--- config.mk ---
export PLATFORM = sky130hd
export DESIGN_NAME = quad_snapshot_ctrl
export DESIGN_NICKNAME = d
export VERILOG_FILES = /design/src/rtl/quad_snapshot_ctrl.sv
export SDC_FILE = /design/constraint.sdc
export NUM_CORES = 1
export LEC_CHECK = 0
export CAP_MARGIN = 10
export CELL_PAD_IN_SITES_DETAIL_PLACEMENT = 1
export CELL_PAD_IN_SITES_GLOBAL_PLACEMENT = 2
export CORE_UTILIZATION = 35
export CTS_CLUSTER_SIZE = 30
export DETAILED_ROUTE_END_ITERATION = 16
export GPL_ROUTABILITY_DRIVEN = 0
export PLACE_DENSITY = 0.86
export SETUP_SLACK_MARGIN = 0.5
export SLEW_MARGIN = 20
export SYNTH_ARGS = -nofsm -noshare
export SYNTH_HDL_FRONTEND = slang
export SYNTH_SLANG_ARGS = --single-unit
--- constraint.sdc ---
create_clock -name clk -period 5.8 [get_ports clk]
set_clock_uncertainty 0.2 [all_clocks]
set_input_delay 1.45 -clock clk [delete_from_list [all_inputs] [get_ports clk]]
set_output_delay 1.45 -clock clk [all_outputs]
set_load 0.02 [all_outputs]
--- src/rtl/quad_snapshot_ctrl.sv ---
// Sampling scheduler for a bank of quadrature encoder counters.
// On each tick it latches every channel at once and streams pos/delta beats, one channel per beat.
module quad_snapshot_ctrl #(
  parameter int CHANNELS = 4,
  parameter int PERIOD_W = 24
) (
  input  logic                     clk,
  input  logic                     resetn,
  input  logic [32*CHANNELS-1:0]   count_in,
  input  logic [PERIOD_W-1:0]      period,
  input  logic                     snap_req,
  input  logic                     out_ready,
  output logic                     out_valid,
  output logic [3:0]               out_chan,
  output logic [31:0]              out_pos,
  output logic [31:0]              out_delta,
  output logic                     out_last,
  output logic                     out_first,
  output logic                     overrun,
  input  logic                     overrun_clr
);

  localparam logic [3:0] LAST_CH = 4'(CHANNELS - 1);

  typedef enum logic {IDLE, SEND} state_t;

  state_t              state, state_nx;
  logic [PERIOD_W-1:0] cnt;
  logic                tick_t, tick, hs;
  logic                capture, drop, first;
  logic [3:0]          ch_nx;
  logic [31:0]         cin       [CHANNELS];
  logic [31:0]         cap_delta [CHANNELS];
  logic [31:0]         snap      [CHANNELS];
  logic [31:0]         delta     [CHANNELS];
  logic [31:0]         sel_pos, sel_delta;

  assign tick_t = (period != '0) && (cnt == '0);
  assign tick   = tick_t || snap_req;
  assign hs     = (state == SEND) && out_ready;

  // A zero period freezes the countdown so re-enabling resumes from where it stopped.
  always_ff @(posedge clk or negedge resetn) begin
    if (!resetn) begin
      cnt <= '0;
    end else if (period != '0) begin
      if (tick)
        cnt <= period - PERIOD_W'(1);
      else if (cnt != '0)
        cnt <= cnt - PERIOD_W'(1);
    end
  end

  always_comb begin
    state_nx = state;
    ch_nx    = out_chan;
    capture  = 1'b0;
    drop     = 1'b0;
    case (state)
      IDLE: begin
        if (tick) begin
          capture  = 1'b1;
          state_nx = SEND;
          ch_nx    = '0;
        end
      end
      SEND: begin
        if (hs && (out_chan == LAST_CH)) begin
          ch_nx = '0;
          if (tick)
            capture = 1'b1;
          else
            state_nx = IDLE;
        end else begin
          if (hs)
            ch_nx = out_chan + 4'd1;
          drop = tick;
        end
      end
      default: state_nx = IDLE;
    endcase
  end

  always_comb begin
    for (int k = 0; k < CHANNELS; k++) begin
      cin[k]       = count_in[32*k +: 32];
      cap_delta[k] = first ? 32'd0 : cin[k] - snap[k];
    end
  end

  // Output mux looks ahead to the next channel so every output leaves a flop.
  always_comb begin
    sel_pos   = '0;
    sel_delta = '0;
    for (int k = 0; k < CHANNELS; k++) begin
      if (ch_nx == 4'(k)) begin
        sel_pos   = capture ? cin[k]       : snap[k];
        sel_delta = capture ? cap_delta[k] : delta[k];
      end
    end
  end

  always_ff @(posedge clk or negedge resetn) begin
    if (!resetn) begin
      state <= IDLE;
      first <= 1'b1;
      for (int k = 0; k < CHANNELS; k++) begin
        snap[k]  <= '0;
        delta[k] <= '0;
      end
    end else begin
      state <= state_nx;
      if (capture) begin
        first <= 1'b0;
        for (int k = 0; k < CHANNELS; k++) begin
          snap[k]  <= cin[k];
          delta[k] <= cap_delta[k];
        end
      end
    end
  end

  always_ff @(posedge clk or negedge resetn) begin
    if (!resetn) begin
      out_valid <= 1'b0;
      out_chan  <= '0;
      out_pos   <= '0;
      out_delta <= '0;
      out_last  <= 1'b0;
      out_first <= 1'b1;
      overrun   <= 1'b0;
    end else begin
      out_valid <= (state_nx == SEND);
      out_chan  <= ch_nx;
      out_pos   <= sel_pos;
      out_delta <= sel_delta;
      out_last  <= (state_nx == SEND) && (ch_nx == LAST_CH);
      if (capture)
        out_first <= first;
      overrun   <= drop | (overrun & ~overrun_clr);
    end
  end

endmodule

==> run summary <==
Longest Clk Path Bufs = 3
Clk Tree Root Cell = clkbuf_16
largest net degree at the start of global routing = 132
floorplan core area = 0.0632 mm^2
WP data arrival = 5.42 ns
placed cells = 3670
simple-gate share of the synthesized area = 19.4%
maximum resistive drop on vdd = 0.241 mV
pwr dens = 615 mW/mm^2
Final Setup Violations = 0
worst path cell trace = clkdlybuf4s50_1 > or3_1 > or3_1 > or4_4 > a31oi_4 > nand2_1 > mux2_4 > clkinv_2 > buf_12 > buf_4 > nor2_1 > nor3_1 > nor2_1 > nor2_1
synth warn = 0
crit start category = primary input
post-synthesis cell count = 2676
Main synth FF type = dfrtp_1
antenna violations before repair = 3
IO Pins = 229
relative slew slack = 45.3%
DRT iter0 DRCs = 1309
HP Start = out_first$_DFFE_PN1N_
Starting Density = 35.4%
routed len/inst = 22.8 um
drt total wl = 85600 um
cts repair resizes = 0
drt pass-1 iters = 5
vias = 21200
Worst Path Buf+Inv = 4
first-pass GRT wire length = 133000 um
Synth top area share = 39.2%
largest delay contributor family on the critical path = simple AND/OR/NAND/NOR gates
Synth Cell Area = 0.0224 mm^2
ys async rst share = 100%
Final nets = 3158
post-CTS setup buffers = 0
RSZ-0062 raised after global routing = no
compound-gate portion of the synthesized area = 21.4%
DPL Wire Length = 62600 um
largest family of logic cells by synthesized area = compound AO/OA/AOI/OAI gates
Die H = 255 um
CTS tree = yes
endpoint class of the critical path = flip-flop
Crit path top cell by count = nor2_1
global-route usage over all layers = 26.5%
final setup TNS = 0 ns
total power = 16.8 mW
Via density = 5.66
worst flop-to-flop path startpoint = cnt[14]$_DFFE_PN0P_
status = complete, no violations
xor/xnor share of the synthesized area = 4.34%
Register Area = 0.00884 mm^2
gr ovfl total = 0
post-synthesis sequential area ratio = 39.5%
largest incremental delay on the critical path = 0.58 ns
post-synthesis adder-cell area fraction = 7.45%
ratio of cells with drive above 1 in the final layout = 6.75%
post-synthesis cell type count = 75
Slew Limit Fails = 0
worst min-delay path class = flip-flop to flip-flop
number of CTS-inserted buffers = 44
Worst Path Max Fanout = 45
area grow syn2layout = 21.9%
measured slew at the worst slew-check pin = 0.820 ns
fillers = 7424
Max-cap violations = 0
Multi-input gate area = 0.0124 mm^2
net count after synthesis = 2964
Clock Latency Late Sink = 0.59 ns
Tcrit/Tclk final = 88.2%
number of port buffers = 228
Critical Path RT = 6.11 ns
critical path class = primary input to flip-flop
Hold Vio Cnt, Final = 0
#FFs+latches synth = 353
Worst setup startpoint = period[14]
clk sinks = 353
H-tree depth = 2
main area contributors after synthesis = dfrtp_1 (39%), ha_1 (7.1%), o21ai_0 (6.1%)
vias in the first global route = 22600
top cell type by total area after synthesis = dfrtp_1
Post-synth EDFFs = 0
CTS Hold Bufs = 0
Die W = 255 um
die footprint = 0.0650 mm^2
Remaining DRCs = 0
FMAX = 0.195 GHz
fin crit period = 5.12 ns
final std cells w/o fill = 3751
cell type of the slowest stage on the worst timing path = or4_4
row cnt = 92
Avg Inst Size Synth = 8.37 um^2
Clock transition at path regs = 0.06 ns
leakage power total = 11.9 nW
Final ANT Viol Nets = 0
WHS = 0.270 ns
multiplexer area fraction after synthesis = 2.26%
==> layout by cell type (no fill, tap or decap), drive strengths merged, types with 64 or more instances in the layout <==
| master | n |
|---|---|
| xnor2 | 65 |
| clkbuf | 64 |
| inv | 160 |
| nor3 | 100 |
| buf | 79 |
| nand2 | 240 |
| dfrtp | 351 |
| nand3 | 147 |
| clkdlybuf4s50 | 227 |
| ha | 127 |
| o21ai | 275 |
| nor2 | 314 |
| a21oi | 141 |
==> registers in the layout (all words and copies together), names as in the netlist <==
name       flops
out_chan       4
out_delta     32
out_first      1
delta        128
first          1
cnt           24
out_last       1
snap         128
out_pos       32
overrun        1
out_valid      1
==> final timing paths <==
kind | cells after the start | end | slack (ns)
min in group asynchronous | 1 | snap[98]$_DFFE_PN0N_ | 0.65
setup reg to reg | 12 | out_pos[24]$_DFF_PN0_ | 1.37
max in group asynchronous | 2 | out_delta[29]$_DFF_PN0_ | 3.44
setup / recovery | 14 | out_pos[12]$_DFF_PN0_ | 0.68
hold / removal | 2 | out_first$_DFFE_PN1N_ | 0.27
hold reg to reg | 2 | out_first$_DFFE_PN1N_ | 0.27
==> synth_stat cells, types with 11 or more instances <==
| cell | n |
|---|---|
| a31oi_1 | 28 |
| o21a_1 | 18 |
| buf_2 | 40 |
| nor3_1 | 99 |
| o22ai_1 | 14 |
| xor2_1 | 46 |
| nand2b_1 | 31 |
| mux2i_1 | 30 |
| a21oi_1 | 141 |
| o211ai_1 | 35 |
| nor2_1 | 314 |
| or3_1 | 14 |
| mux2_2 | 14 |
| nand3_1 | 147 |
| o41ai_1 | 12 |
| dfrtp_1 | 351 |
| and3_1 | 15 |
| nor2b_1 | 16 |
| ha_1 | 127 |
| nand4_1 | 20 |
| nand2_1 | 238 |
| inv_1 | 159 |
| clkbuf_1 | 102 |
| o21bai_1 | 20 |
| a21o_1 | 56 |
| nor4_1 | 11 |
| xnor2_1 | 65 |
| o21ai_0 | 273 |
| o31ai_1 | 55 |
==> metal layers <==
| layer | GRT usage [%] | wire [um] | up-vias | part of all wire, % |
|---|---|---|---|---|
| met1 | 32.1 | 35400 | 10700 | 41 |
| met2 | 46.4 | 42500 | 507 | 50 |
| met5 | 0 | 0 | - | 0 |
| li1 | - | - | 9851 | - |
| met4 | 14.1 | 4730 | 0 | 5.5 |
| met3 | 2.53 | 2950 | 173 | 3.4 |
==> worst min-delay path: cells and delay by family, from the launching register on <==
kind             cells  cell delay, ns
and+or+nand+nor      2            0.10
DFF                  1            0.37
==> power by group <==
group          internal [mW]  leakage [nW]  switching, mW  total (mW)
clock network           1.62         0.707           1.14        2.76
logic                   3.69          6.87           6.29        9.98
registers               3.60          4.33          0.442        4.04
total                   8.91          11.9           7.87        16.8
==> final cells by class <==
type                            instances  area share [%]
Clock buffer                           64            4.72
Multi-Input combinational cell       2005            45.3
Timing Repair Buffer                  306            11.0
Tap cell                              846            3.88
Inverter                              160            2.21
Clock inverter                         14           0.454
Sequential cell                       353            32.4
Antenna cell                            3          0.0275
==> per-stage QoR <==
stage | cell area, um^2 | setup WS, ns | utilization (%)
2_1_floorplan | 22400 | 0.516 | -
3_3_place_gp | 25900 | 0.122 | 40.9
3_5_place_dp | 25900 | 0.0626 | 40.9
4_1_cts | 27300 | 0.675 | 43.2
5_1_grt | 27300 | 0.512 | 43.2
6_report | 27300 | 0.685 | 43.2
==> cells by family after synthesis <==
kind of cell    count (synthesis)
xor+xnor                      111
fa+ha+maj                     131
simple gates                  953
flops                         353
mux                            47
buf+inv                       318
compound gates                763
(Power assumes the default switching activity.)
